==> src/rtl/button_scan_debounce.sv <==
// Push-button front end: synchronise, debounce on a slow tick,
// and emit clean levels plus press, release and auto-repeat pulses.
module button_scan_debounce #(
  parameter int unsigned N_BTN        = 4,
  parameter logic [16:0] TICK_DIV     = 17'd100000,
  parameter logic [3:0]  STABLE_N     = 4'd4,
  parameter logic [7:0]  HOLD_TICKS   = 8'd200,
  parameter logic [7:0]  REPEAT_TICKS = 8'd50
) (
  input  logic             clk,
  input  logic             reset,
  input  logic [N_BTN-1:0] btn_n,
  output logic [N_BTN-1:0] btn_level,
  output logic [N_BTN-1:0] btn_press,
  output logic [N_BTN-1:0] btn_release,
  output logic [N_BTN-1:0] btn_repeat,
  output logic             tick
);

  typedef enum logic [1:0] {
    IDLE   = 2'd0,
    HELD   = 2'd1,
    REPEAT = 2'd2
  } rpt_state_e;

  logic [N_BTN-1:0] sync1;
  logic [N_BTN-1:0] sync2;
  logic [16:0]      div_cnt;

  always_ff @(posedge clk or posedge reset) begin
    if (reset) begin
      sync1 <= '1;
      sync2 <= '1;
    end else begin
      sync1 <= btn_n;
      sync2 <= sync1;
    end
  end

  assign tick = (div_cnt == TICK_DIV - 17'd1);

  always_ff @(posedge clk or posedge reset) begin
    if (reset) begin
      div_cnt <= '0;
    end else if (tick) begin
      div_cnt <= '0;
    end else begin
      div_cnt <= div_cnt + 17'd1;
    end
  end

  for (genvar i = 0; i < N_BTN; i++) begin : g_btn
    logic       s;
    logic [3:0] cnt;
    logic [3:0] cnt_nxt;
    logic       lvl_q;
    logic       lvl_nxt;
    logic       press_q;
    logic       rel_q;
    logic       rep_q;
    logic       rpt_fire;
    logic       rise;
    rpt_state_e state;
    rpt_state_e state_nxt;
    logic [7:0] hold_cnt;
    logic [7:0] hold_nxt;
    logic [7:0] rpt_cnt;
    logic [7:0] rpt_nxt;

    assign s    = ~sync2[i];
    assign rise = lvl_nxt & ~lvl_q;

    // Any sample agreeing with the level discards accumulated progress.
    always_comb begin
      cnt_nxt = cnt;
      lvl_nxt = lvl_q;
      if (tick) begin
        if (s == lvl_q) begin
          cnt_nxt = '0;
        end else if (cnt == STABLE_N - 4'd1) begin
          lvl_nxt = s;
          cnt_nxt = '0;
        end else begin
          cnt_nxt = cnt + 4'd1;
        end
      end
    end

    always_ff @(posedge clk or posedge reset) begin
      if (reset) begin
        cnt     <= '0;
        lvl_q   <= 1'b0;
        press_q <= 1'b0;
        rel_q   <= 1'b0;
      end else begin
        cnt     <= cnt_nxt;
        lvl_q   <= lvl_nxt;
        press_q <= rise;
        rel_q   <= lvl_q & ~lvl_nxt;
      end
    end

    always_ff @(posedge clk or posedge reset) begin
      if (reset) begin
        state    <= IDLE;
        hold_cnt <= '0;
        rpt_cnt  <= '0;
        rep_q    <= 1'b0;
      end else begin
        state    <= state_nxt;
        hold_cnt <= hold_nxt;
        rpt_cnt  <= rpt_nxt;
        rep_q    <= rpt_fire;
      end
    end

    always_comb begin
      state_nxt = state;
      hold_nxt  = hold_cnt;
      rpt_nxt   = rpt_cnt;
      if (tick) begin
        unique case (state)
          IDLE: begin
            if (rise) begin
              state_nxt = HELD;
              hold_nxt  = '0;
            end
          end
          HELD: begin
            if (!lvl_nxt) begin
              state_nxt = IDLE;
            end else if (hold_cnt == HOLD_TICKS - 8'd1) begin
              state_nxt = REPEAT;
              rpt_nxt   = '0;
            end else begin
              hold_nxt = hold_cnt + 8'd1;
            end
          end
          REPEAT: begin
            if (!lvl_nxt) begin
              state_nxt = IDLE;
            end else if (rpt_cnt == REPEAT_TICKS - 8'd1) begin
              rpt_nxt = '0;
            end else begin
              rpt_nxt = rpt_cnt + 8'd1;
            end
          end
          default: state_nxt = IDLE;
        endcase
      end
    end

    // Release on this tick suppresses any repeat that was due.
    always_comb begin
      rpt_fire = 1'b0;
      if (tick && lvl_nxt) begin
        unique case (state)
          HELD:    rpt_fire = (hold_cnt == HOLD_TICKS - 8'd1);
          REPEAT:  rpt_fire = (rpt_cnt == REPEAT_TICKS - 8'd1);
          default: rpt_fire = 1'b0;
        endcase
      end
    end

    assign btn_level[i]   = lvl_q;
    assign btn_press[i]   = press_q;
    assign btn_release[i] = rel_q;
    assign btn_repeat[i]  = rep_q;
  end

endmodule

==> config.mk <==
export PLATFORM = sky130hd
export DESIGN_NAME = button_scan_debounce
export DESIGN_NICKNAME = d
export VERILOG_FILES = /design/src/rtl/button_scan_debounce.sv
export SDC_FILE = /design/constraint.sdc
export NUM_CORES = 1
export LEC_CHECK = 0
export BUFFER_PORTS_ARGS = -buffer_cell sky130_fd_sc_hd__buf_2
export CORE_MARGIN = 1
export CORE_UTILIZATION = 45
export CTS_CLUSTER_SIZE = 16
export DETAILED_ROUTE_END_ITERATION = 16
export GPL_TIMING_DRIVEN = 0
export PLACE_DENSITY_LB_ADDON = 0.08
export SETUP_SLACK_MARGIN = 0.2
export SYNTH_ARGS = -nofsm -noshare
export SYNTH_HDL_FRONTEND = slang
export SYNTH_SLANG_ARGS = --single-unit
==> constraint.sdc <==
create_clock -name clk -period 5.99 [get_ports clk]
set_input_delay 0.2995 -clock clk [delete_from_list [all_inputs] [get_ports clk]]
set_output_delay 0.2995 -clock clk [all_outputs]
set_load 0.05 [all_outputs]
======== Word level (Yosys, flattened, before mapping) ========
Index checks and enable logic that the tools add are counted.
Widths: inputs -> output; s select.
word-level totals
  register bits ........................... 129
  bits in latches ......................... 0
  RAM bits ................................ 0
  ROM bits ................................ 0
  output and inout bits ................... 17
  memories ................................ 0
operators by class
  add/subtract/negate cells ............... 13
  multipliers ............................. 0
  div/mod/pow operators ................... 0
  $lt $le $gt $ge ......................... 0
  equality and inequality tests ........... 53
  shift-type cells ........................ 0
  muxes and demuxes ....................... 85
  bitwise logic cells ..................... 20
  reduce and logical (&&, ||, !) cells .... 28
operator list
  kind                   count
  $mux 8                 28
  $pmux 8 s2             8
  $add 8x1->8 const B    8
  $ne 2x2->1 const B     24
  $reduce_and 5->1       8
  $eq 8x6->1 const B     4
  $eq 8x8->1 const B     4
  $mux 2                 16
  $mux 4                 8
  $pmux 2 s3             4
  $add 17x1->17 const B  1
  $eq 17x17->1 const B   1
  $mux 17                1
  $add 4x1->4 const B    4
  $eq 4x2->1 const B     4
  $mux 1                 16
  $reduce_and 4->1       4
  $reduce_bool 2->1      8
  $ne 3x3->1 const B     4
  $not 1->1              12
  $and 1x1->1            8
  $eq 2x1->1 const B     4
  $eq 2x2->1 const B     4
  $logic_not 2->1        4
  other kinds (3)        12

======== Logic depth before layout (Yosys ltp) ========
Gate-level depths: netlist of run 1.
  word-level depth ........................ 7
  depth in mapped cells ................... 9
  depth with buffers taken out ............ 7

======== Worst setup path after synthesis of run 1 ========
Ideal clock, no wire load.
  path kind ............................... reg-to-reg
  from .................................... reg g_btn[2].cnt[0]
  to ...................................... reg g_btn[2].rpt_cnt[5]
  setup time .............................. 95 ps
  arrival ................................. 2335 ps
  required time ........................... 5895 ps
  setup slack ............................. 3559 ps
  cell stages (with the launch flop) ...... 8
  buffers on the path ..................... 1
  cells stage by stage .................... dfrtp_1 -> ha_1 -> nor3b_1 -> mux2_2 -> or3_1 -> buf_2 -> or2_2 -> o31ai_1
between the ends
  longest elaborated chain between the ends .. 6
ends and longest elaborated chain
  element                       RTL line  text
  start: declaration            54        logic [3:0] cnt;
  start signal: assignment      96        cnt <= cnt_nxt;
  $eq 4x2->1 *                  80        end else if (cnt == STABLE_N - 4'd1) begin
  $mux 1 *                      80
  $mux 1 *                      78        if (s == lvl_q) begin
  $mux 1 *                      77        if (tick) begin
  $ne 2x2->1 (no line)          --
  $reduce_and 5->1 (no line) *  --
  end signal: assignment        112       rpt_cnt <= rpt_nxt;
  end: declaration              67        logic [7:0] rpt_cnt;
Mark *: on every way between the ends. The rest lies on a longest branch, timed or not.
A chain may end at the register's enable or synchronous reset.

======== Worst setup path after layout of run 1 ========
  from .................................... reg div_cnt[0]
  to ...................................... out tick
between the ends
  longest elaborated chain between the ends .. 1
ends and longest elaborated chain
  element                   RTL line  text
  start: declaration        28        logic [16:0] div_cnt;
  start signal: assignment  48        div_cnt <= div_cnt + 17'd1;
  $eq 17x17->1              40        assign tick = (div_cnt == TICK_DIV - 17'd1);
  end: declaration          17        output logic tick
No other way between the ends.

==> results of run 1 <==
## worst paths after layout
kind	startpoint	endpoint	slack [ps]	cells after the start
max in group asynchronous	reset	sync1[2]$_DFF_PP1_	4770	4
hold / removal	sync1[2]$_DFF_PP1_	sync2[2]$_DFF_PP1_	350	0
setup / recovery	div_cnt[0]$_DFF_PP0_	tick	2620	7
min in group asynchronous	reset	g_btn[0].hold_cnt[4]$_DFFE_PP0P_	450	3
hold reg to reg	sync1[2]$_DFF_PP1_	sync2[2]$_DFF_PP1_	350	0
setup reg to reg	g_btn[2].cnt[0]$_DFFE_PP0N_	g_btn[2].rpt_cnt[7]$_DFFE_PP0P_	3230	7
## report_power, final
part / internal (mW) / switching (mW)
Combinational: 0.00701 / 0.0208
Sequential: 0.877 / 0.00220
Clock: 0.714 / 0.375
Total: 1.60 / 0.398
## synthesized netlist by cell type (all sizes together) (2+ instances only)
master / instances / area [µm²]
dfrtp: 121 / 3030
nand2: 77 / 289
o21ai: 66 / 330
nand3: 44 / 220
nor2: 44 / 165
inv: 36 / 135
o31ai: 34 / 255
ha: 29 / 363
a21oi: 22 / 110
and3: 20 / 125
clkbuf: 20 / 76.3
buf: 18 / 133
nand2b: 17 / 106
nor2b: 15 / 93.8
a31oi: 14 / 87.6
mux2i: 12 / 120
nor4: 10 / 77.6
nand4: 9 / 62.6
xnor2: 9 / 78.8
dfstp: 8 / 210
nand4b: 8 / 70.1
nor3: 8 / 40.0
o41ai: 8 / 70.1
xor2: 8 / 70.1
nor3b: 6 / 50.1
a41oi: 5 / 43.8
and2: 5 / 31.3
mux2: 5 / 60.1
nand3b: 5 / 37.5
or4b: 5 / 50.1
a2111o: 3 / 33.8
a2111oi: 3 / 32.5
o221ai: 3 / 26.3
o2bb2ai: 3 / 26.3
or2: 3 / 18.8
or3b: 3 / 28.8
or4bb: 3 / 33.8
a21o: 2 / 15.0
and4bb: 2 / 25.0
nor4b: 2 / 38.8
o211ai: 2 / 15.0
or3: 2 / 12.5
## registers in the layout, indices dropped and copies added, names as in the netlist
signal / count
g_btn.press_q: 4
g_btn.cnt: 16
g_btn.rep_q: 4
g_btn.state: 8
div_cnt: 17
sync2: 4
g_btn.hold_cnt: 32
g_btn.rpt_cnt: 32
g_btn.rel_q: 4
g_btn.lvl_q: 4
sync1: 4
## metrics by stage
step                      worst slack [ps]  cells  util (%)  area, µm²
after global routing                  2340    982      53.1       8070
after detailed placement              3000    944      48.6       7390
after global placement                 682    943      48.4       7350
after CTS                             2550    981      53.0       8060
after floorplan                       2260    733         -       7010
final                                 2620    982      53.1       8070
## area by class of cell
type / instances / area, µm²
sequential: 129 / 3240
fill: 1362 / 7130
clock inverter: 11 / 160
tap: 188 / 235
timing repair buffer: 29 / 193
clock buffer: 21 / 460
multi-input combinational: 529 / 3430
inverter: 37 / 144
buffer: 38 / 209
## layer usage
metal / vias to the layer above / track usage [%]
met5: - / 0
met4: 0 / 7.21
met3: 7 / 5.31
met2: 66 / 32.4
met1: 2615 / 24.8
li1: 2754 / -
## layout by cell type (no fill, tap or decap), types with 4 or more instances in the layout
master,instances
bufinv_16,4
nand4b_1,8
o41ai_1,7
buf_4,17
or4b_1,4
nor3b_1,5
a21oi_1,22
xor2_1,8
clkbuf_1,21
a41oi_1,5
a31oi_1,14
nand3b_1,5
inv_1,35
clkinv_2,5
dfrtp_1,121
xnor2_1,9
mux2_2,4
mux2i_1,12
dlygate4sd3_1,5
clkbuf_16,17
nand3_1,44
and3_1,20
and2_1,5
ha_1,29
nor2b_1,15
buf_2,23
nand2b_1,17
dfstp_2,8
nand2_1,77
nor4_1,9
nor2_1,44
nor3_1,8
o31ai_1,34
o21ai_0,65
nand4_1,8
## logic make-up (layout without fill, tap and decap cells)
family                     after synthesis  in the layout  synth area share [%]
AOI/OAI and AO/OA                      174            174                  16.0
xor gates and xnor gates                17             17                  2.12
adders and majority gates               29             29                  5.18
buffers and inverters                   75            136                  4.96
DFF                                    129            129                  46.2
muxes                                   17             17                  2.57
and+or+nand+nor                        292            292                  23.0
==> flow_summary_export.csv, run 1 <==
group,metric,value,unit
outcome,status,"completed",
setup_path,crit_path_top_delay_cell,"clkbuf_1",
setup_path,critPathMaxFanout,10,
route,drtAntennaViolNets,0,
synthesis,postSynthCellCount,733,
synthesis,synth_nets,768,
synthesis,synth_edf_count,0,
setup_path,crit_arrival,3070,ps
route,route.met3.wl,423,µm
job,drv_cap,0,
global_routing,grt_antenna_before_repair,0,
timing,period_share,56.3,%
global_routing,grt_pass1_vias,5480,
route,vias,5442,
route,drc,0,
synthesis,syn-cell-area,7010,µm²
timing,finalSetupViolCount,0,
timing,fin_crit,3370,ps
route,routed-wl-met2,7160,µm
setup_path,cpLargestDelayFamily,"buffers and inverters",
route,viasPerCell,5.54,
clock_tree,cts_resized,0,
power,ir_worst_vdd,194,µV
clock_tree,post-cts-setup-buffers,0,
global_routing,grt_pass1_wl,25300,µm
clock_tree,cts_made_buffers,17,
clock_tree,clk_path_buf_depth,2,
clock_tree,clk_latency,420,ps
route,drt-pass1-iter-count,4,
global_routing,grt_max_degree,92,
setup_path,cp_common_cell,"clkbuf_1",
timing,max_slew_margin,18.6,%
synthesis,avgSynthCellArea,9.56,µm²
timing,fmax,0.296,GHz
floorplanning,start_util,46.1,%
power,power.density,247,nW/µm²
global_routing,grt_overflow,0,
place,io_buffers,22,
route,top_layer,"met4",
route,drtIter0Drc,329,
timing,rsz0062_at_grt,"false",
floorplanning,ios,23,
floorplanning,fp.dieH,127,µm
synthesis,synth_ff_type,"dfrtp_1",
global_routing,track_usage,19.7,%
clock_tree,cts_hold_buffers,5,
layout,diodes,0,
layout,area_delta_synth_final,15.1,%
setup_path,crit_path_start_kind,"register",
setup_path,cp_cell_sequence,"ha_1 > and4_1 > nand4_2 > clkinv_1 > clkbuf_1 > clkbuf_1 > buf_2",
power,p_total,2.00,mW
route,routed_wl,14600,µm
timing,slew_violations,0,
timing,clock_skew,15.6,ps
timing,fin_tns_setup,0,ps
synthesis,synth_cell_type_count,68,
floorplanning,core_area,15200,µm²
route,m1WireLength,6960,µm
clock_tree,clock_sinks,129,
timing,worst_slew_pin_slew,1210,ps
clock_tree,cts_tree,"yes",
setup_path,cpPeakStageDelay,440,ps
layout,nets,816,
setup_path,end_kind,"output pin",
floorplanning,dieArea,16100,µm²
synthesis,ys_warn_count,0,
place,dpl.hpwl,9990,µm
clock_tree,cts_root_buffer,"clkbuf_16",
floorplanning,core.rowCount,45,
synthesis,async_reset_ff_share,100,%
synthesis,synth.ff_latch_count,129,
clock_tree,clk_pin_slew,50,ps
place,finalWeightedCongestion,0.841,
synthesis,yosysSeqAreaShare,46.2,%
layout,layout-drive-gt1-share,12.7,%
setup_path,path_class,"reg2out",
route,wl_per_cell,14.9,µm
hold_path,hold_class,"reg2reg",
setup_path,path_buf_inv,4,
clock_tree,cts-htree-levels,4,
timing,hold_slack,354,ps
floorplanning,die_w,127,µm
timing,hold_viol,0,
setup_path,cp_data_required_time,5690,ps
power,power.leakage,3.55,nW
No activity file was read; power rests on OpenSTA's default activity.
==> run 2, diff against run 1 <==
==> constraint.sdc (replaced) <==
create_clock -name clk -period 3.4 [get_ports clk]
set_input_delay 0.17 -clock clk [delete_from_list [all_inputs] [get_ports clk]]
set_output_delay 0.17 -clock clk [all_outputs]
set_load 0.05 [all_outputs]
==> flow_summary_export.csv, run 2 (same netlist as run 1, synthesis figures left out) <==
group,metric,value,unit
outcome,status,"completed",
place,pre_cts_slack,498,ps
floorplanning,core.rowCount,45,
power,ir_worst_vdd,365,µV
setup_path,crit_start,"div_cnt[0]$_DFF_PP0_",
floorplanning,ios,23,
floorplanning,core_area,15200,µm²
hold_path,hold_class,"reg2reg",
timing,rsz0062_at_grt,"false",
timing,hold_viol,0,
layout,top_regs,"g_btn.hold_cnt x32, g_btn.rpt_cnt x32, div_cnt x17",
timing,fmax,0.341,GHz
setup_path,endpoint,"tick",
setup_path,cp_common_cell,"clkbuf_2",
clock_tree,clock_sinks,129,
power,p_total,3.46,mW
route,vias,5605,
layout,nets,817,
setup_path,regToRegSetupSlack,670,ps
timing,slew_violations,0,
layout,layout.cells.most_common,"dfrtp_1",
power,power.density,427,nW/µm²
place,dpl.hpwl,10300,µm
clock_tree,clk_pin_slew,60,ps
hold_path,hold-path-cell-count,0,
timing,finalSetupViolCount,0,
timing,period_share,86.3,%
place,io_buffers,22,
timing,max_slew_margin,9.06,%
floorplanning,dieArea,16100,µm²
setup_path,r2r_end,"g_btn[2].rpt_cnt[7]$_DFFE_PP0P_",
route,drt-pass1-iter-count,4,
clock_tree,clk_path_buf_depth,2,
layout,diodes,0,
global_routing,grt_antenna_before_repair,0,
layout,layout-drive-gt1-share,13.3,%
place,finalWeightedCongestion,0.830,
route,routed_wl,14900,µm
clock_tree,cts_tree,"yes",
setup_path,crit_arrival,2760,ps
clock_tree,cts_root_buffer,"clkbuf_16",
setup_path,path_class,"reg2out",
timing,worst_slew_pin_slew,1350,ps
setup_path,cp_cell_sequence,"ha_1 > and4_1 > nand4_2 > clkinv_1 > clkbuf_2 > clkbuf_2 > buf_2",
setup_path,r2r-start,"g_btn[2].cnt[0]$_DFFE_PP0N_",
floorplanning,start_util,46.1,%
setup_path,crit_path_top_delay_cell,"dfrtp_1",
setup_path,critPathMaxFanout,10,
route,viasPerCell,5.70,
setup_path,cp_data_required_time,3230,ps
route,drtIter0Drc,308,
setup_path,ff2ff_path_depth,7,
global_routing,grt_pass1_wl,25100,µm
timing,worst_slack,467,ps
setup_path,end_kind,"output pin",
floorplanning,fp.dieH,127,µm
global_routing,grt_pass1_vias,5331,
clock_tree,cts_made_buffers,17,
clock_tree,cts-htree-levels,4,
setup_path,cpPeakStageDelay,380,ps
clock_tree,clk_latency,420,ps
setup_path,crit_path_start_kind,"register",
timing,fin_crit,2930,ps
power,power.leakage,3.56,nW
layout,area_delta_synth_final,15.5,%
floorplanning,die_w,127,µm
global_routing,grt_overflow,0,
route,drtAntennaViolNets,0,
job,drv_cap,0,
timing,fin_tns_setup,0,ps
route,drc,0,
route,wl_per_cell,15.2,µm
global_routing,grt_max_degree,43,
timing,clock_skew,11.2,ps
layout,final_cell_mix,"121 x dfrtp_1, 77 x nand2_1, 65 x o21ai_0",
global_routing,track_usage,19.6,%
run 2: worst min-delay path by stage:
stage	slack [ps]	end	startpoint
finish	350	sync2[3]$_DFF_PP1_	sync1[3]$_DFF_PP1_
global route	360	sync2[2]$_DFF_PP1_	sync1[2]$_DFF_PP1_
CTS	360	sync2[3]$_DFF_PP1_	sync1[3]$_DFF_PP1_
detailed placement	280	sync1[0]$_DFF_PP1_	btn_n[0]
global placement	280	sync1[0]$_DFF_PP1_	btn_n[0]
floorplan	170	sync1[0]$_DFF_PP1_	btn_n[0]
run 2: cell type report:
cell class                 count  area, µm²
clock inverter                 8        100
sequential                   129       3240
timing repair buffer          30        220
clock buffer                  24        512
multi-input combinational    529       3440
tap                          188        235
buffer                        38        211
fill                        1397       7100
inverter                      37        143
run 2: worst max-delay path: cells and delay by family (launching register included):
family / cells / cell delay, ps
adder cells (fa/ha/maj): 1 / 230
AND/OR/NAND/NOR: 2 / 550
buffers and inverters: 4 / 1170
flip-flops: 1 / 380
run 2: what timing repair did:
item,in CTS,in global routing
hold buffers,5,0
endpoints found under the hold margin,25,0
setup endpoints to repair,1,1
buffers inserted,0,0
gates resized for setup,1,2
gates cloned,0,0
pin swaps,0,0
run 2: metal layers:
layer  vias up  wire length, µm  GRT usage, %
li1       2760                -             -
met1      2738             7110          25.6
met2        91             7120          31.3
met3        16              480          4.98
met4         0              191          7.56
met5         -                0             0
run 2: metrics by stage:
stage | cells | utilization (%) | area, µm² | hold WS (ps)
final | 983 | 53.3 | 8100 | 355
after detailed placement | 946 | 48.8 | 7420 | 276
after global placement | 943 | 48.4 | 7360 | 276
after global routing | 983 | 53.3 | 8100 | 360
after CTS | 983 | 53.2 | 8080 | 356
after floorplan | 733 | - | 7010 | 174
run 2: report_power, final:
| group | total [mW] | switching (mW) | internal (mW) |
|---|---|---|---|
| sequential | 1.55 | 0.00384 | 1.55 |
| combinational | 0.0543 | 0.0384 | 0.0159 |
| clock | 1.86 | 0.664 | 1.19 |
| total | 3.46 | 0.706 | 2.76 |
